<file path="src/rtl/booth_arbiter_if.sv">
`default_nettype none
// ============================================================================
// Module : booth_arbiter_if
// Requester handshake plus multiplier-side signals of the Booth arbiter.
// Rev    : 1.0
// ============================================================================
interface booth_arbiter_if #(
    parameter int N = 3
);
    logic             req0;
    logic             req1;
    logic [N-1:0]     m0;
    logic [N-1:0]     q0;
    logic [N-1:0]     m1;
    logic [N-1:0]     q1;
    logic             ack0;
    logic             ack1;
    logic             done0;
    logic             done1;
    logic [2*N-1:0]   res;
    logic             err;
    logic             busy;
    logic             mul_start;
    logic [N-1:0]     mul_m;
    logic [N-1:0]     mul_q;
    logic             mul_fin;
    logic [2*N-1:0]   mul_res;

    modport slave (
        input  req0, req1, m0, q0, m1, q1, mul_fin, mul_res,
        output ack0, ack1, done0, done1, res, err, busy, mul_start, mul_m, mul_q
    );

    modport master (
        output req0, req1, m0, q0, m1, q1, mul_fin, mul_res,
        input  ack0, ack1, done0, done1, res, err, busy, mul_start, mul_m, mul_q
    );
endinterface
`default_nettype wire

</file>
<file path="src/rtl/booth_arbiter.sv">
`default_nettype none
// ============================================================================
// Module : booth_arbiter
// Round-robin sharing of one sequential Booth multiplier between two requesters.
// Rev    : 1.0
// ============================================================================
module booth_arbiter #(
    parameter int N       = 3,
    parameter int TIMEOUT = 16
) (
    input  wire logic       clk,
    input  wire logic       reset,
    booth_arbiter_if.slave  bus
);
    localparam int                c_WD_W    = (TIMEOUT > 2) ? $clog2(TIMEOUT) : 1;
    localparam logic [c_WD_W-1:0] c_WD_LAST = c_WD_W'(TIMEOUT - 1);

    typedef enum logic [1:0] {
        S_IDLE = 2'd0,
        S_LOAD = 2'd1,
        S_RUN  = 2'd2,
        S_DONE = 2'd3
    } state_t;

    state_t              r_state;
    logic                r_last;
    logic                r_owner;
    logic [c_WD_W-1:0]   r_wd;
    logic                r_ack0;
    logic                r_ack1;
    logic                r_done0;
    logic                r_done1;
    logic [2*N-1:0]      r_res;
    logic                r_err;
    logic                r_busy;
    logic                r_start;
    logic [N-1:0]        r_m;
    logic [N-1:0]        r_q;

    logic                w_any;
    logic                w_gnt;

    // On a tie the requester not served last wins.
    assign w_any = bus.req0 | bus.req1;
    assign w_gnt = (bus.req0 & bus.req1) ? ~r_last : bus.req1;

    always_ff @(posedge clk) begin
        if (reset) begin
            r_state <= S_IDLE;
            r_last  <= 1'b1;
            r_owner <= 1'b0;
            r_wd    <= '0;
            r_ack0  <= 1'b0;
            r_ack1  <= 1'b0;
            r_done0 <= 1'b0;
            r_done1 <= 1'b0;
            r_res   <= '0;
            r_err   <= 1'b0;
            r_busy  <= 1'b0;
            r_start <= 1'b0;
            r_m     <= '0;
            r_q     <= '0;
        end else begin
            r_ack0  <= 1'b0;
            r_ack1  <= 1'b0;
            r_done0 <= 1'b0;
            r_done1 <= 1'b0;
            r_start <= 1'b0;
            case (r_state)
                S_IDLE: begin
                    if (w_any) begin
                        r_owner <= w_gnt;
                        r_m     <= w_gnt ? bus.m1 : bus.m0;
                        r_q     <= w_gnt ? bus.q1 : bus.q0;
                        r_ack0  <= ~w_gnt;
                        r_ack1  <= w_gnt;
                        r_start <= 1'b1;
                        r_busy  <= 1'b1;
                        r_state <= S_LOAD;
                    end
                end
                S_LOAD: begin
                    r_wd    <= '0;
                    r_state <= S_RUN;
                end
                S_RUN: begin
                    r_wd <= r_wd + 1'b1;
                    // A zero watchdog marks the first RUN cycle, where fin may be stale.
                    if ((r_wd != '0) && bus.mul_fin) begin
                        r_res   <= bus.mul_res;
                        r_err   <= 1'b0;
                        r_state <= S_DONE;
                    end else if (r_wd == c_WD_LAST) begin
                        r_res   <= '0;
                        r_err   <= 1'b1;
                        r_state <= S_DONE;
                    end
                end
                S_DONE: begin
                    r_done0 <= ~r_owner;
                    r_done1 <= r_owner;
                    r_last  <= r_owner;
                    r_busy  <= 1'b0;
                    r_state <= S_IDLE;
                end
                default: r_state <= S_IDLE;
            endcase
        end
    end

    assign bus.ack0      = r_ack0;
    assign bus.ack1      = r_ack1;
    assign bus.done0     = r_done0;
    assign bus.done1     = r_done1;
    assign bus.res       = r_res;
    assign bus.err       = r_err;
    assign bus.busy      = r_busy;
    assign bus.mul_start = r_start;
    assign bus.mul_m     = r_m;
    assign bus.mul_q     = r_q;
endmodule
`default_nettype wire

</file>
<file path="src/flat_wrapper.sv">
// flat-port wrapper written by rule: the top's interface ports become plain ports
module booth_arbiter_flat 
#(
    parameter int N       = 3,
    parameter int TIMEOUT = 16
)
  (clk, reset, bus_req0, bus_req1, bus_m0, bus_q0, bus_m1, bus_q1, bus_mul_fin, bus_mul_res, bus_ack0, bus_ack1, bus_done0, bus_done1, bus_res, bus_err, bus_busy, bus_mul_start, bus_mul_m, bus_mul_q);
  booth_arbiter_if #(.N(N)) bus_i ();
  input  wire logic clk;
  input  wire logic reset;
  input wire logic [$bits(bus_i.req0)-1:0] bus_req0;
  input wire logic [$bits(bus_i.req1)-1:0] bus_req1;
  input wire logic [$bits(bus_i.m0)-1:0] bus_m0;
  input wire logic [$bits(bus_i.q0)-1:0] bus_q0;
  input wire logic [$bits(bus_i.m1)-1:0] bus_m1;
  input wire logic [$bits(bus_i.q1)-1:0] bus_q1;
  input wire logic [$bits(bus_i.mul_fin)-1:0] bus_mul_fin;
  input wire logic [$bits(bus_i.mul_res)-1:0] bus_mul_res;
  output wire logic [$bits(bus_i.ack0)-1:0] bus_ack0;
  output wire logic [$bits(bus_i.ack1)-1:0] bus_ack1;
  output wire logic [$bits(bus_i.done0)-1:0] bus_done0;
  output wire logic [$bits(bus_i.done1)-1:0] bus_done1;
  output wire logic [$bits(bus_i.res)-1:0] bus_res;
  output wire logic [$bits(bus_i.err)-1:0] bus_err;
  output wire logic [$bits(bus_i.busy)-1:0] bus_busy;
  output wire logic [$bits(bus_i.mul_start)-1:0] bus_mul_start;
  output wire logic [$bits(bus_i.mul_m)-1:0] bus_mul_m;
  output wire logic [$bits(bus_i.mul_q)-1:0] bus_mul_q;
  assign bus_i.req0 = bus_req0;
  assign bus_i.req1 = bus_req1;
  assign bus_i.m0 = bus_m0;
  assign bus_i.q0 = bus_q0;
  assign bus_i.m1 = bus_m1;
  assign bus_i.q1 = bus_q1;
  assign bus_i.mul_fin = bus_mul_fin;
  assign bus_i.mul_res = bus_mul_res;
  assign bus_ack0 = bus_i.ack0;
  assign bus_ack1 = bus_i.ack1;
  assign bus_done0 = bus_i.done0;
  assign bus_done1 = bus_i.done1;
  assign bus_res = bus_i.res;
  assign bus_err = bus_i.err;
  assign bus_busy = bus_i.busy;
  assign bus_mul_start = bus_i.mul_start;
  assign bus_mul_m = bus_i.mul_m;
  assign bus_mul_q = bus_i.mul_q;
  booth_arbiter #(.N(N), .TIMEOUT(TIMEOUT)) u_core (.clk(clk), .reset(reset), .bus(bus_i));
endmodule
</file>
<file path="config.mk">
export PLATFORM = sky130hd
export DESIGN_NAME = booth_arbiter_flat
export DESIGN_NICKNAME = d
export VERILOG_FILES = /design/src/rtl/booth_arbiter_if.sv /design/src/rtl/booth_arbiter.sv /design/src/flat_wrapper.sv
export SDC_FILE = /design/constraint.sdc
export NUM_CORES = 1
export LEC_CHECK = 0
export CORE_UTILIZATION = 43
export CTS_CLUSTER_DIAMETER = 100
export DETAILED_ROUTE_END_ITERATION = 8
export PLACE_DENSITY = 0.77
export SYNTH_ARGS = -nofsm -noshare
export SYNTH_HDL_FRONTEND = slang
export SYNTH_SLANG_ARGS = --single-unit
export TNS_END_PERCENT = 5
</file>
<file path="constraint.sdc">
create_clock -name clk -period 1.93 [get_ports clk]
set_input_delay 0.386 -clock clk [delete_from_list [all_inputs] [get_ports clk]]
set_output_delay 0.386 -clock clk [all_outputs]
set_load 0.05 [all_outputs]
</file>
# Yosys cells after proc, flatten, opt, wreduce, memory -nomap -nowiden
# Index checks and enable logic that the tools add are counted.
# op_classes
shift,0
n_eq_ne,6
mul,0
reduce_logical,13
div_mod_pow,0
n_mux,15
n_lt_le_gt_ge,0
bitwise,8
addsub,1
# op_table
op,n
6-bit 2-to-1 mux,2
2-bit one-hot mux with 4 select lines,1
4-bit one-hot mux with 2 select lines,1
2-bit AND reduction,4
2-bit 2-to-1 mux,3
3-bit 2-to-1 mux,2
1-bit inverter,6
2-bit nonzero test,3
1-bit 2-to-1 mux,5
4-bit by 1-bit adder with 4-bit output (second input constant),1
2-bit == test (second input constant),2
4-bit == test (second input constant),1
4-bit nonzero test,1
2-bit OR reduction,2
3-bit by 1-bit != test with 1-bit output (second input constant),1
3-bit OR reduction,1
2-bit by 1-bit == test with 1-bit output (second input constant),1
2-bit zero test,1
2-bit by 1-bit != test with 1-bit output (second input constant),1
1-bit one-hot mux with 2 select lines,1
1-bit bitwise AND,1
1-bit logical AND,1
1-bit bitwise OR,1
# word_totals
word_cells,57
inputBits,23
latch_bits,0
mem_bits_rw,0
memories,0
reg_bits,27
romBits,0
output_inout_bits,19

# Logic depth before layout (Yosys ltp)
# depth
depth_word,4
ltp_mapped,7
mapped_depth_nobuf,6

# Worst setup path after synthesis
# No wires, ideal clock.
# synth_timing
kind,reg2reg
start,register u_core.r_state[0]
end,"register u_core.r_res[0], in the netlist u_core.bus.res[0]"
required_ns,1.813
stages_incl_launch_ff,7
setup_time_ns,0.117
path_buffers,1
synth_period_minus_slack_ns,1.384
arrival_time_ns,1.267
slack_ns,0.546
path_cell_list,dfxtp_1 inv_1 ha_1 clkbuf_8 inv_1 o31a_4 a22o_1
# synth_between
elab_chain_len,2
# synth_lines
item,line_no,text
"start, declared",booth_arbiter.sv:25,state_t r_state;
"start signal, assigned",booth_arbiter.sv:49,r_state <= S_IDLE;
"start signal, assigned",booth_arbiter.sv:79,r_state <= S_LOAD;
"start signal, assigned",booth_arbiter.sv:84,r_state <= S_RUN;
2-bit == test,booth_arbiter.sv:69,case (r_state)
2-bit AND reduction (no line),-,
"end signal, assigned",booth_arbiter.sv:90,r_res <= bus.mul_res;
"end, declared",booth_arbiter.sv:33,logic [2*N-1:0] r_res;
# Every way passes these cells.
# A chain may end at the register's enable or synchronous reset.

# Worst setup path in the final report
# layout_timing
start,"register u_core.r_busy, in the netlist u_core.bus.busy"
end,output port bus_busy
# layout_lines
item,line_no,text
"start, declared",booth_arbiter.sv:35,logic r_busy;
"start signal, assigned",booth_arbiter.sv:59,r_busy <= 1'b0;
"start signal, assigned",booth_arbiter.sv:78,r_busy <= 1'b1;
"start signal, assigned",booth_arbiter.sv:103,r_busy <= 1'b0;
"end, declared",flat_wrapper.sv:25,output wire logic [$bits(bus_i.busy)-1:0] bus_busy;
# No word-level cell between the ends.

==> reports/results.ini <==
[logic_synthesis]
yosys_register_bits = 27
synth_compound_area_frac = 0.2220
synthDistinctLibCells = 32
synthTopCellsByArea = dfxtp_1 47%, ha_1 6.5%, mux2i_1 6.0%
synth_top_family_by_area = compound AO/OA/AOI/OAI gates
synthMuxAreaShare = 0.06034
syn_avg_cell_area_um2 = 10.01
synth_seq_area_share = 0.4655
synth-xor-area-share = 0
yosys.area_share.simple = 0.1282
ys_warn_count = 0
synth_top_area_frac = 0.4655
synth_common_cells = 27 x dfxtp_1, 9 x a21oi_1, 8 x inv_1, 8 x nor2_1
synth-main-ff-cell = dfxtp_1
yosysTopAreaCell = dfxtp_1
async_reset_ff_frac = 0
synthCells = 116
synth_fa_ha_area_frac = 0.06466
syn-num-nets = 145
yosysMostFrequentCell = dfxtp_1
synth_edf_count = 0
syn_area_mm2 = 0.001161

[pwr]
total_power_mw = 1.784
powerDensity_mw_per_mm2 = 1086
ir_drop_uv = 789.4
p_leak_nw = 0.7465

[detailed_routing]
drt_iter0_drc = 16
vias = 981
avgRoutedWirePerCell_um = 14.35
postRouteAntennaNets = 0
via_per_inst = 5.190
first_pass_iters = 2
drt_wl_total_mm = 2.712
drc = 0

[timing]
fmax_mhz = 532.4
min_period_ns = 1.878
slew_violations = 0
timing.final.hold_violations = 0
tns_ns = 0
tightest_slew_ns = 0.5246
finalCritPeriodShare = 0.9732
setup_viol_count_final = 0
relSlewSlack = 0.6497
rsz0062_at_grt = false
fin_skew_ns = 0.001335
whs_ns = 0.4949

[worst_setup_path]
crit_path_end = bus_busy
path_cells = clkdlybuf4s50_1
worstPathBufferInverterCount = 1
ff2ff_setup_slack_ns = 0.27
r2r_end = u_core.r_state[1]
cp.arrival_ns = 1.49
critPathCaptureType = output port
setup.worst_path.start = u_core.bus.busy
critPathSlowestCell = clkdlybuf4s50_1
criticalPathCategory = register to output port
cp_max_fo = 2
reg2reg_from = u_core.r_state[1]
crit_path_start_kind = register
required_ns = 1.54
reg2reg_depth = 7
critPathMaxStageDelay_ns = 0.81
cp.depth = 1
path_delay_family = buffers and inverters

[finish]
final_layout_size_suffix_gt1_frac = 0.07547
antennaDiodeCount = 0
syn2layout_area_growth_pct = 41.49
fillers = 213
num-nets-final = 189
fin_util = 0.6513

[global_route]
grt_overflow_total = 0
antenna_found_initial = 0
grt_pass1_vias = 993
track_usage = 0.2134
grt_first_pass_wirelength_mm = 4.347
grt_max_degree = 16

[floorplanning]
num_rows = 18
core_area_mm2 = 0.002522
start_util = 0.4603
die_x_um = 53.97
die_h_um = 53.97
io_pins = 42
dieArea_mm2 = 0.002912

[clock_tree]
cts_hold_buf = 0
clock-sinks = 27
cts_tree = done
cts_buffers = 3
cts.reportedPaths.clkPinSlew_ns = 0.14
ctsHtreeMaxLevel = 1
cts_resized = 1
clockBufferDepth = 2
root_buffer = clkbuf_4
clk_latency_ns = 0.32
postCtsSetupBuffers = 0

[flow_run]
cap_viol_max_count = 0

[status]
status = completed

[worst_hold_path]
min_path_type = register to register

[placement]
finalWeightedCongestion = 0.7920
dp_hpwl_mm = 2.105
io_buffers = 41

how the worst min path moves through the flow:
stage                      startpoint           endpoint  slack, ns  cells after the start
global route        u_core.bus.res[0]  u_core.bus.res[0]       0.52                      1
finish              u_core.bus.res[3]  u_core.bus.res[3]       0.49                      1
floorplan              u_core.r_owner   u_core.bus.done0       0.44                      1
global placement    u_core.bus.res[1]  u_core.bus.res[1]       0.46                      1
CTS                 u_core.bus.res[5]  u_core.bus.res[5]       0.50                      1
detailed placement  u_core.bus.res[5]  u_core.bus.res[5]       0.46                      1
cell families (layout without fill, tap and decap cells):
kind of cell | after synthesis | in the layout
buf+inv | 13 | 56
mux | 7 | 7
simple gates | 27 | 27
flops | 27 | 27
compound gates | 36 | 36
fa+ha+maj | 6 | 6
per-layer routing:
layer  up-vias  share of wire  track usage
met5         -              0            0
met4         0         0.0077      0.06579
met3         4          0.030      0.06497
met2        16           0.53       0.3807
met1       456           0.43       0.2393
li1        505              -            -
layout by cell type, fill, tap and decap left out:
cell type	n
clkdlybuf4s50_1	35
dfxtp_1	27
a21oi_1	9
inv_1	8
nor2_1	8
o21ai_0	7
mux2i_1	7
a22o_1	6
ha_1	6
dlymetal6s2s_1	5
nor3_1	4
and3_1	4
nand2_1	3
a211oi_1	3
clkbuf_4	3
nor3b_1	2
nand2b_1	2
nand3_1	2
o21a_1	2
buf_4	2
a21boi_2	1
a32o_1	1
a22oi_1	1
nand2b_4	1
a21oi_2	1
a21o_1	1
o211ai_1	1
nor2_4	1
o31a_4	1
a41o_2	1
o22ai_1	1
clkbuf_1	1
dlygate4sd2_1	1
buf_12	1
final cells by class:
| cell class | count | area (um^2) | area share |
|---|---|---|---|
| multi-input cells | 76 | 551.8 | 0.3359 |
| well taps | 30 | 37.54 | 0.02285 |
| clock buffers | 4 | 26.28 | 0.01599 |
| repair buffers | 44 | 456.7 | 0.2780 |
| inverters | 8 | 30.03 | 0.01828 |
| flip-flops and latches | 27 | 540.5 | 0.3290 |
report_power, final:
part | internal, mW | leakage, nW | switching, mW
Combinational | 0.309 | 0.511 | 0.517
Sequential | 0.657 | 0.221 | 0.0581
Clock | 0.0809 | 0.0150 | 0.162
Total | 1.05 | 0.747 | 0.737
worst reg2reg max path, cell delays in order, from the launching register on:
cell     delay, ns
dfxtp_1       0.41
inv_1         0.09
ha_1          0.24
nor3b_1       0.15
buf_4         0.14
a21o_1        0.15
a21oi_1       0.23
mux2i_1       0.20
registers in the layout, summed over array words and instances, names as in the netlist:
signal                flops
u_core.bus.res            6
u_core.r_wd               4
u_core.bus.ack0           1
u_core.r_owner            1
u_core.bus.mul_start      1
u_core.bus.done1          1
u_core.bus.mul_q          3
u_core.r_state            2
u_core.bus.busy           1
u_core.bus.err            1
u_core.r_last             1
u_core.bus.ack1           1
u_core.bus.mul_m          3
u_core.bus.done0          1
stage by stage:
step | instance area (um^2) | cells | worst slack [ns]
finish | 1643 | 189 | 0.05170
global route | 1643 | 189 | 0.0002850
CTS | 1630 | 189 | 0.01434
detailed placement | 1605 | 185 | 0.1233
global placement | 1605 | 185 | 0.2168
floorplan | 1161 | 116 | 0.5464
Power figures use the tool's default switching activity.
